File: config.mk
export PLATFORM = sky130hd
export DESIGN_NAME = arith_div_seq
export DESIGN_NICKNAME = d
export VERILOG_FILES = /design/src/rtl/arith_div_seq.sv
export SDC_FILE = /design/constraint.sdc
export NUM_CORES = 1
export LEC_CHECK = 0
export ABC_AREA = 1
export BUFFER_PORTS_ARGS = -buffer_cell sky130_fd_sc_hd__buf_4
export CAP_MARGIN = 0
export CORE_ASPECT_RATIO = 0.75
export CORE_MARGIN = 2
export CORE_UTILIZATION = 49
export CTS_CLUSTER_DIAMETER = 40
export DETAILED_ROUTE_END_ITERATION = 7
export PLACE_DENSITY_LB_ADDON = 0.12
export SETUP_SLACK_MARGIN = 0.2
export SLEW_MARGIN = 20
export SYNTH_ARGS = -nofsm -noshare
export SYNTH_HDL_FRONTEND = slang
export SYNTH_SLANG_ARGS = --single-unit
File: constraint.sdc
create_clock -name clk -period 1.65 [get_ports clk]
set_input_delay 0 -clock clk [delete_from_list [all_inputs] [get_ports clk]]
set_output_delay 0 -clock clk [all_outputs]
set_load 0.02 [all_outputs]
File: src/rtl/arith_div_seq.sv
// arith_div_seq: multi-cycle restoring shift-subtract divider, one quotient
// bit per clock, start/done handshake, C = inexact, V = error.
// Optional feature macro: ARITH_DIV_SIGNED_EN (two's-complement operands,
// truncating division, most-negative / -1 reported through V).
module arith_div_seq #(
  parameter int WIDTH = 4
) (
  input  logic             clk,
  input  logic             rst,
  input  logic             start,
  input  logic [WIDTH-1:0] A,
  input  logic [WIDTH-1:0] B,
  output logic [WIDTH-1:0] quot,
  output logic [WIDTH-1:0] rem,
  output logic             C,
  output logic             V,
  output logic             busy,
  output logic             done
);
  localparam int CW = $clog2(WIDTH);

  typedef enum logic [1:0] {
    S_IDLE = 2'd0,
    S_CALC = 2'd1,
    S_FIN  = 2'd2
  } state_t;

  state_t           state_q, state_d;
  logic [WIDTH-1:0] a_q, a_d;          // original dividend (div-by-zero rem, signs)
  logic [WIDTH-1:0] b_q, b_d;          // divisor magnitude
  logic [WIDTH-1:0] prem_q, prem_d;    // partial remainder
  logic [WIDTH-1:0] shift_q, shift_d;  // dividend bits out, quotient bits in
  logic [CW-1:0]    cnt_q, cnt_d;
  logic [WIDTH-1:0] quot_q, quot_d;
  logic [WIDTH-1:0] rem_q, rem_d;
  logic             c_q, c_d;
  logic             v_q, v_d;
  logic             busy_q, busy_d;
  logic             done_q, done_d;

  logic [WIDTH-1:0] a_mag, b_mag;
  logic [WIDTH:0]   trial_p, trial_diff;

`ifdef ARITH_DIV_SIGNED_EN
  logic qneg_q, qneg_d;   // quotient must be negated at the end
  logic ovf_q, ovf_d;     // most-negative / -1

  function automatic logic [WIDTH-1:0] neg_f(input logic [WIDTH-1:0] x);
    neg_f = ~x + WIDTH'(1);
  endfunction

  // Magnitudes feed the unsigned core; the most-negative value maps to 2^(W-1).
  assign a_mag = A[WIDTH-1] ? neg_f(A) : A;
  assign b_mag = B[WIDTH-1] ? neg_f(B) : B;
`else
  assign a_mag = A;
  assign b_mag = B;
`endif

  // Trial subtraction is WIDTH+1 bits; its top bit is the borrow (P < B).
  assign trial_p    = {prem_q, shift_q[WIDTH-1]};
  assign trial_diff = trial_p - {1'b0, b_q};

  // State register.
  always_ff @(posedge clk) begin
    if (rst) begin
      state_q <= S_IDLE;
    end else begin
      state_q <= state_d;
    end
  end

  // Next-state logic: divide-by-zero skips CALC entirely.
  always_comb begin
    state_d = state_q;
    case (state_q)
      S_IDLE: begin
        if (start) begin
          state_d = (B == '0) ? S_FIN : S_CALC;
        end else begin
          state_d = S_IDLE;
        end
      end
      S_CALC: begin
        if (cnt_q == '0) begin
          state_d = S_FIN;
        end else begin
          state_d = S_CALC;
        end
      end
      S_FIN:   state_d = S_IDLE;
      default: state_d = S_IDLE;
    endcase
  end

  // Datapath and output next values; results only change in FIN.
  always_comb begin
    a_d     = a_q;
    b_d     = b_q;
    prem_d  = prem_q;
    shift_d = shift_q;
    cnt_d   = cnt_q;
    quot_d  = quot_q;
    rem_d   = rem_q;
    c_d     = c_q;
    v_d     = v_q;
    done_d  = 1'b0;
`ifdef ARITH_DIV_SIGNED_EN
    qneg_d  = qneg_q;
    ovf_d   = ovf_q;
`endif
    case (state_q)
      S_IDLE: begin
        if (start) begin
          a_d     = A;
          b_d     = b_mag;
          prem_d  = '0;
          shift_d = a_mag;
          cnt_d   = CW'(WIDTH - 1);
`ifdef ARITH_DIV_SIGNED_EN
          qneg_d  = A[WIDTH-1] ^ B[WIDTH-1];
          ovf_d   = (A == {1'b1, {(WIDTH-1){1'b0}}}) && (B == '1);
`endif
        end else begin
          cnt_d = cnt_q;
        end
      end
      S_CALC: begin
        if (trial_diff[WIDTH] == 1'b0) begin
          prem_d  = trial_diff[WIDTH-1:0];
          shift_d = {shift_q[WIDTH-2:0], 1'b1};
        end else begin
          prem_d  = trial_p[WIDTH-1:0];
          shift_d = {shift_q[WIDTH-2:0], 1'b0};
        end
        if (cnt_q != '0) begin
          cnt_d = cnt_q - CW'(1);
        end else begin
          cnt_d = cnt_q;
        end
      end
      S_FIN: begin
        done_d = 1'b1;
        if (b_q == '0) begin
          quot_d = '1;
          rem_d  = a_q;
          c_d    = 1'b0;
          v_d    = 1'b1;
        end else begin
`ifdef ARITH_DIV_SIGNED_EN
          if (ovf_q) begin
            quot_d = {1'b1, {(WIDTH-1){1'b0}}};
            rem_d  = '0;
            c_d    = 1'b0;
            v_d    = 1'b1;
          end else begin
            quot_d = qneg_q ? neg_f(shift_q) : shift_q;
            rem_d  = a_q[WIDTH-1] ? neg_f(prem_q) : prem_q;
            c_d    = (prem_q != '0);
            v_d    = 1'b0;
          end
`else
          quot_d = shift_q;
          rem_d  = prem_q;
          c_d    = (prem_q != '0);
          v_d    = 1'b0;
`endif
        end
      end
      default: begin
        done_d = 1'b0;
      end
    endcase
    busy_d = (state_d != S_IDLE);
  end

  // Datapath and output registers.
  always_ff @(posedge clk) begin
    if (rst) begin
      a_q     <= '0;
      b_q     <= '0;
      prem_q  <= '0;
      shift_q <= '0;
      cnt_q   <= '0;
      quot_q  <= '0;
      rem_q   <= '0;
      c_q     <= 1'b0;
      v_q     <= 1'b0;
      busy_q  <= 1'b0;
      done_q  <= 1'b0;
`ifdef ARITH_DIV_SIGNED_EN
      qneg_q  <= 1'b0;
      ovf_q   <= 1'b0;
`endif
    end else begin
      a_q     <= a_d;
      b_q     <= b_d;
      prem_q  <= prem_d;
      shift_q <= shift_d;
      cnt_q   <= cnt_d;
      quot_q  <= quot_d;
      rem_q   <= rem_d;
      c_q     <= c_d;
      v_q     <= v_d;
      busy_q  <= busy_d;
      done_q  <= done_d;
`ifdef ARITH_DIV_SIGNED_EN
      qneg_q  <= qneg_d;
      ovf_q   <= ovf_d;
`endif
    end
  end

  assign quot = quot_q;
  assign rem  = rem_q;
  assign C    = c_q;
  assign V    = v_q;
  assign busy = busy_q;
  assign done = done_q;

endmodule

==> metrics list <==
- Largest net degree at the start of global routing: 21
- Largest buffer count on any clock path: 2
- Data arrives at the worst endpoint at about 1.8 ns.
* Max-slew headroom: between 70% and 80%
* IR drop worst, VDD: 0.000632 V
* Number of iterations in the first detailed-routing pass: 4
* Post-synthesis sequential element count: 32
- Final setup skew: roughly 0.0076 ns
* Post-synthesis average cell area: roughly 7.8 um2
- Buffers placed on the I/O ports in this run total 22.
* HPWL after detailed placement: 2440 um
- During synthesis, Yosys emitted a total of 0 warnings.
- STA puts the critical path data required time at 1.82 ns.
* Max H-tree Level: 2
- Traced cell by cell, the critical path runs through inv_2, ha_4, inv_2, fa_2, nand2_2, nand2_4, nand2_4, nand2_4, nand2_4, nand2_1, nand3_2, a21oi_2.
- The floorplan step set the die height to about 50 um.
- In the synthesized netlist, mux cells make up 0% of the area.
- The routed layout has 1,362 vias.
* CTS tree: done
- Cells with a size suffix above 1 make up about 28% of the layout.
- For this configuration, the core starts out at a cell density of 50.4%.
* Number of global-route vias before repair: ~1,300
- Layout-stage area growth over the synthesis result: 27.0%
* Final number of hold-violating endpoints: 0
- Clock Sinks: 32
* Fin crit period: approximately 1.6 ns
- Slew at the pin closest to its max-slew limit: approximately 0.4 ns
- Critical path peak fanout: 5
- Routed len/inst: about 13 um
- Power density normalized to cell area: 1100 mW/mm2
- Synthesized-area fraction occupied by and/or/nand/nor cells: between 20% and 30%
- Summing the areas of all fa, ha and maj instances in the mapped netlist gives about 5.7% of the synthesized area.
* Run status: completed
* Fin cells: about 260
* Die Span X: approximately 67 um
* Total DRC errors in the routed layout: 0
* Unrepaired setup endpoints after global routing: true
- The first global-routing pass estimated approximately 5400 um of wire.
- In the routed layout, each cell is associated on average with a via count of about 5.3.
- Number of violations of the max-capacitance limit: 0
- Total Die Area: approximately 0.0034 mm2
- Post-synthesis xor/xnor area fraction: less than 1%
* Row count: 17
- Period Utilization, post-route: 96.2%
- After clock tree synthesis, the clock-pin slew on the worst setup and hold paths is about 0.070 ns.
- Overall routed net length: approximately 3300 um
- For this run, the share of the core covered by cells in the final layout is 64.1%.
- Total track usage: between 20% and 30%
- Worst-Skew Late Latency: ~0.28 ns
- Fillers: 284
* Area fraction in compound gates after synthesis: roughly 15%
* Instance count after placement with tap cells included: 243
- Core Footprint: between 0.002 and 0.003 mm2
- After synthesis, the largest area contributor takes up 43.9% of total cell area.
- Leak pwr: about 0.84 nW
* Library cell occupying the most area in the post-synthesis netlist: sky130_fd_sc_hd__dfxtp_1
- Highest clock frequency the design can meet: ~0.63 GHz
* Main area contributors after synthesis: sky130_fd_sc_hd__dfxtp_1 44%, sky130_fd_sc_hd__nand2_1 12%, sky130_fd_sc_hd__inv_1 5.4%, sky130_fd_sc_hd__a21oi_1 4.8%, sky130_fd_sc_hd__nand3_1 4.5%
- Final RePlAce weighted congestion: ~0.9
- The first routing iteration left between 60 and 70 violations.
* Final total negative setup slack: 0 ns
* Crit-path slowest cell: sky130_fd_sc_hd__fa_2
* Clock root cell: sky130_fd_sc_hd__clkbuf_8
- Sum of overflow across all layers after global routing: 0
- STA classifies the critical path startpoint as a flip-flop.
- By startpoint and endpoint, the worst setup path is classified as reg -> reg.
* Post-route ant nets: 0
* Number of cells on the worst reg-to-reg path: 12
* Final setup viols: 0
- Share of synthesized area occupied by flip-flops and latches: a little over two fifths
- Post-synth net total: ~200
* Layout Cell Area excl Fill: between 0.0015 and 0.002 mm2
* Hold Slack: approximately 0.0058 ns
- The repair_antennas step left the layout with diodes totalling 0.
- Type of element capturing the critical path: flip-flop
- The max-slew violation count came to 0.
- Largest stage delay on the critical path: 0.34 ns
* Number of nets in the layout: 233
* Antenna violations before repair: 0
* Syn Std Cell Area: 0.00146 mm2
- Synthesis produced a netlist whose cell count is 186.
- Total clock buffers created by CTS: 5
- 23 I/O pins were placed.
* Number of distinct library cell variants in the gate-level netlist after synthesis: 29
- Counting instances, the worst hold path has a depth of 3.
- The path class of the tightest hold or removal check is in -> reg.
* Dpl cell area: ~0.0017 mm2
- The most numerous cell type found on the critical path is sky130_fd_sc_hd__nand2_4.
* Main combinational cell family by area after synthesis: simple AND/OR/NAND/NOR gates
==> final cells by class <==
cell class	instances	area (um2)	area share [%]
multi-input cells	123	758	40.9
flip-flops and latches	32	643	34.7
repair buffers	28	213	11.5
inverters	26	101	5.47
clock buffers	8	90.1	4.86
well taps	38	47.5	2.57
==> critical path, delay by kind of cell (launching register included) <==
kind / cells / cell delay [ns]
AND/OR/NAND/NOR: 7 / 0.55
AO/OA/AOI/OAI: 1 / 0.05
adder cells (fa/ha/maj): 2 / 0.46
buffers and inverters: 2 / 0.11
flip-flops: 1 / 0.33
==> metal layers <==
metal	wire, um	vias to the layer above	track usage (%)
li1	-	672	-
met1	1430	640	25.4
met2	1610	43	36.1
met3	180	7	5.95
met4	63	0	9.52
met5	0	-	0
==> cell families (layout without fill, tap and decap cells) <==
logic type                 after synthesis  in the layout
AOI/OAI and AO/OA                       37             37
xor gates and xnor gates                 1              1
adders and majority gates                6              6
buffers and inverters                   31             62
DFF                                     32             32
and+or+nand+nor                         79             79
==> per-stage QoR <==
| step | worst slack [ns] | power (mW) |
|---|---|---|
| after global placement | 0.0889 | 1.33 |
| after floorplan | 0.154 | 1.23 |
| after CTS | 0.0343 | 1.99 |
| after global routing | 0.00871 | 2.13 |
| final | 0.0635 | 2.03 |
| after detailed placement | -0.0148 | 1.36 |
==> Yosys cell counts <==
master,instances
sky130_fd_sc_hd__nand3_1,13
sky130_fd_sc_hd__a22oi_1,1
sky130_fd_sc_hd__nand2_4,1
sky130_fd_sc_hd__nand2_1,46
sky130_fd_sc_hd__buf_2,3
sky130_fd_sc_hd__clkinv_2,1
sky130_fd_sc_hd__buf_4,1
sky130_fd_sc_hd__inv_1,21
sky130_fd_sc_hd__o21ai_2,1
sky130_fd_sc_hd__xnor2_1,1
sky130_fd_sc_hd__or2_1,1
sky130_fd_sc_hd__fa_1,1
sky130_fd_sc_hd__a21oi_1,14
sky130_fd_sc_hd__nor2_4,1
sky130_fd_sc_hd__nor2_8,1
sky130_fd_sc_hd__o211ai_2,1
sky130_fd_sc_hd__o21ai_1,1
sky130_fd_sc_hd__a31oi_1,9
sky130_fd_sc_hd__nand2_2,3
sky130_fd_sc_hd__inv_2,3
sky130_fd_sc_hd__clkbuf_1,1
sky130_fd_sc_hd__dfxtp_1,32
sky130_fd_sc_hd__o21ai_0,6
sky130_fd_sc_hd__nand3_4,1
sky130_fd_sc_hd__inv_4,1
sky130_fd_sc_hd__o221ai_1,4
sky130_fd_sc_hd__nor2_1,11
sky130_fd_sc_hd__nand3_2,1
sky130_fd_sc_hd__ha_1,5
==> flip-flops by register name, summed over array words and instances (netlist names) <==
register  flops
b_q           4
busy          1
C             1
rem           4
a_q           4
done          1
prem_q        4
state_q       2
V             1
cnt_q         2
shift_q       4
quot          4
==> final timing paths <==
kind	start	to	slack (ns)
worst min-delay path	A[1]	a_q[1]	0.006
worst min register to register	C	C	0.47
worst max-delay path	shift_q[3]	prem_q[2]	0.06
worst max register to register	shift_q[3]	prem_q[2]	0.06
==> cell usage in the layout (no fill, tap or decap), types with 5 or more instances in the layout <==
| cell type | netlist | routed |
|---|---|---|
| sky130_fd_sc_hd__nand3_1 | 13 | 11 |
| sky130_fd_sc_hd__clkbuf_8 | 0 | 6 |
| sky130_fd_sc_hd__nand2_4 | 1 | 5 |
| sky130_fd_sc_hd__inv_1 | 21 | 19 |
| sky130_fd_sc_hd__inv_2 | 3 | 5 |
| sky130_fd_sc_hd__o21ai_0 | 6 | 6 |
| sky130_fd_sc_hd__dfxtp_1 | 32 | 30 |
| sky130_fd_sc_hd__a21oi_1 | 14 | 12 |
| sky130_fd_sc_hd__nor2_1 | 11 | 11 |
| sky130_fd_sc_hd__nand2_1 | 46 | 43 |
| sky130_fd_sc_hd__a31oi_1 | 9 | 9 |
| sky130_fd_sc_hd__buf_4 | 1 | 27 |
==> timing repair <==
| item | 4_1_cts | 5_1_grt |
|---|---|---|
| resized for setup | 4 | 8 |
| endpoints found under the setup margin | 5 | 5 |
| hold buffers | 1 | 0 |
| setup buffers | 2 | 1 |
| pin swaps | 4 | 3 |
| hold endpoints to repair | 1 | 0 |
==> power breakdown <==
group	switching (mW)	internal (mW)	leakage [nW]	total [mW]
sequential	0.0420	0.834	0.262	0.876
clock	0.274	0.340	0.0455	0.613
combinational	0.330	0.211	0.532	0.541
(Power assumes the default switching activity.)
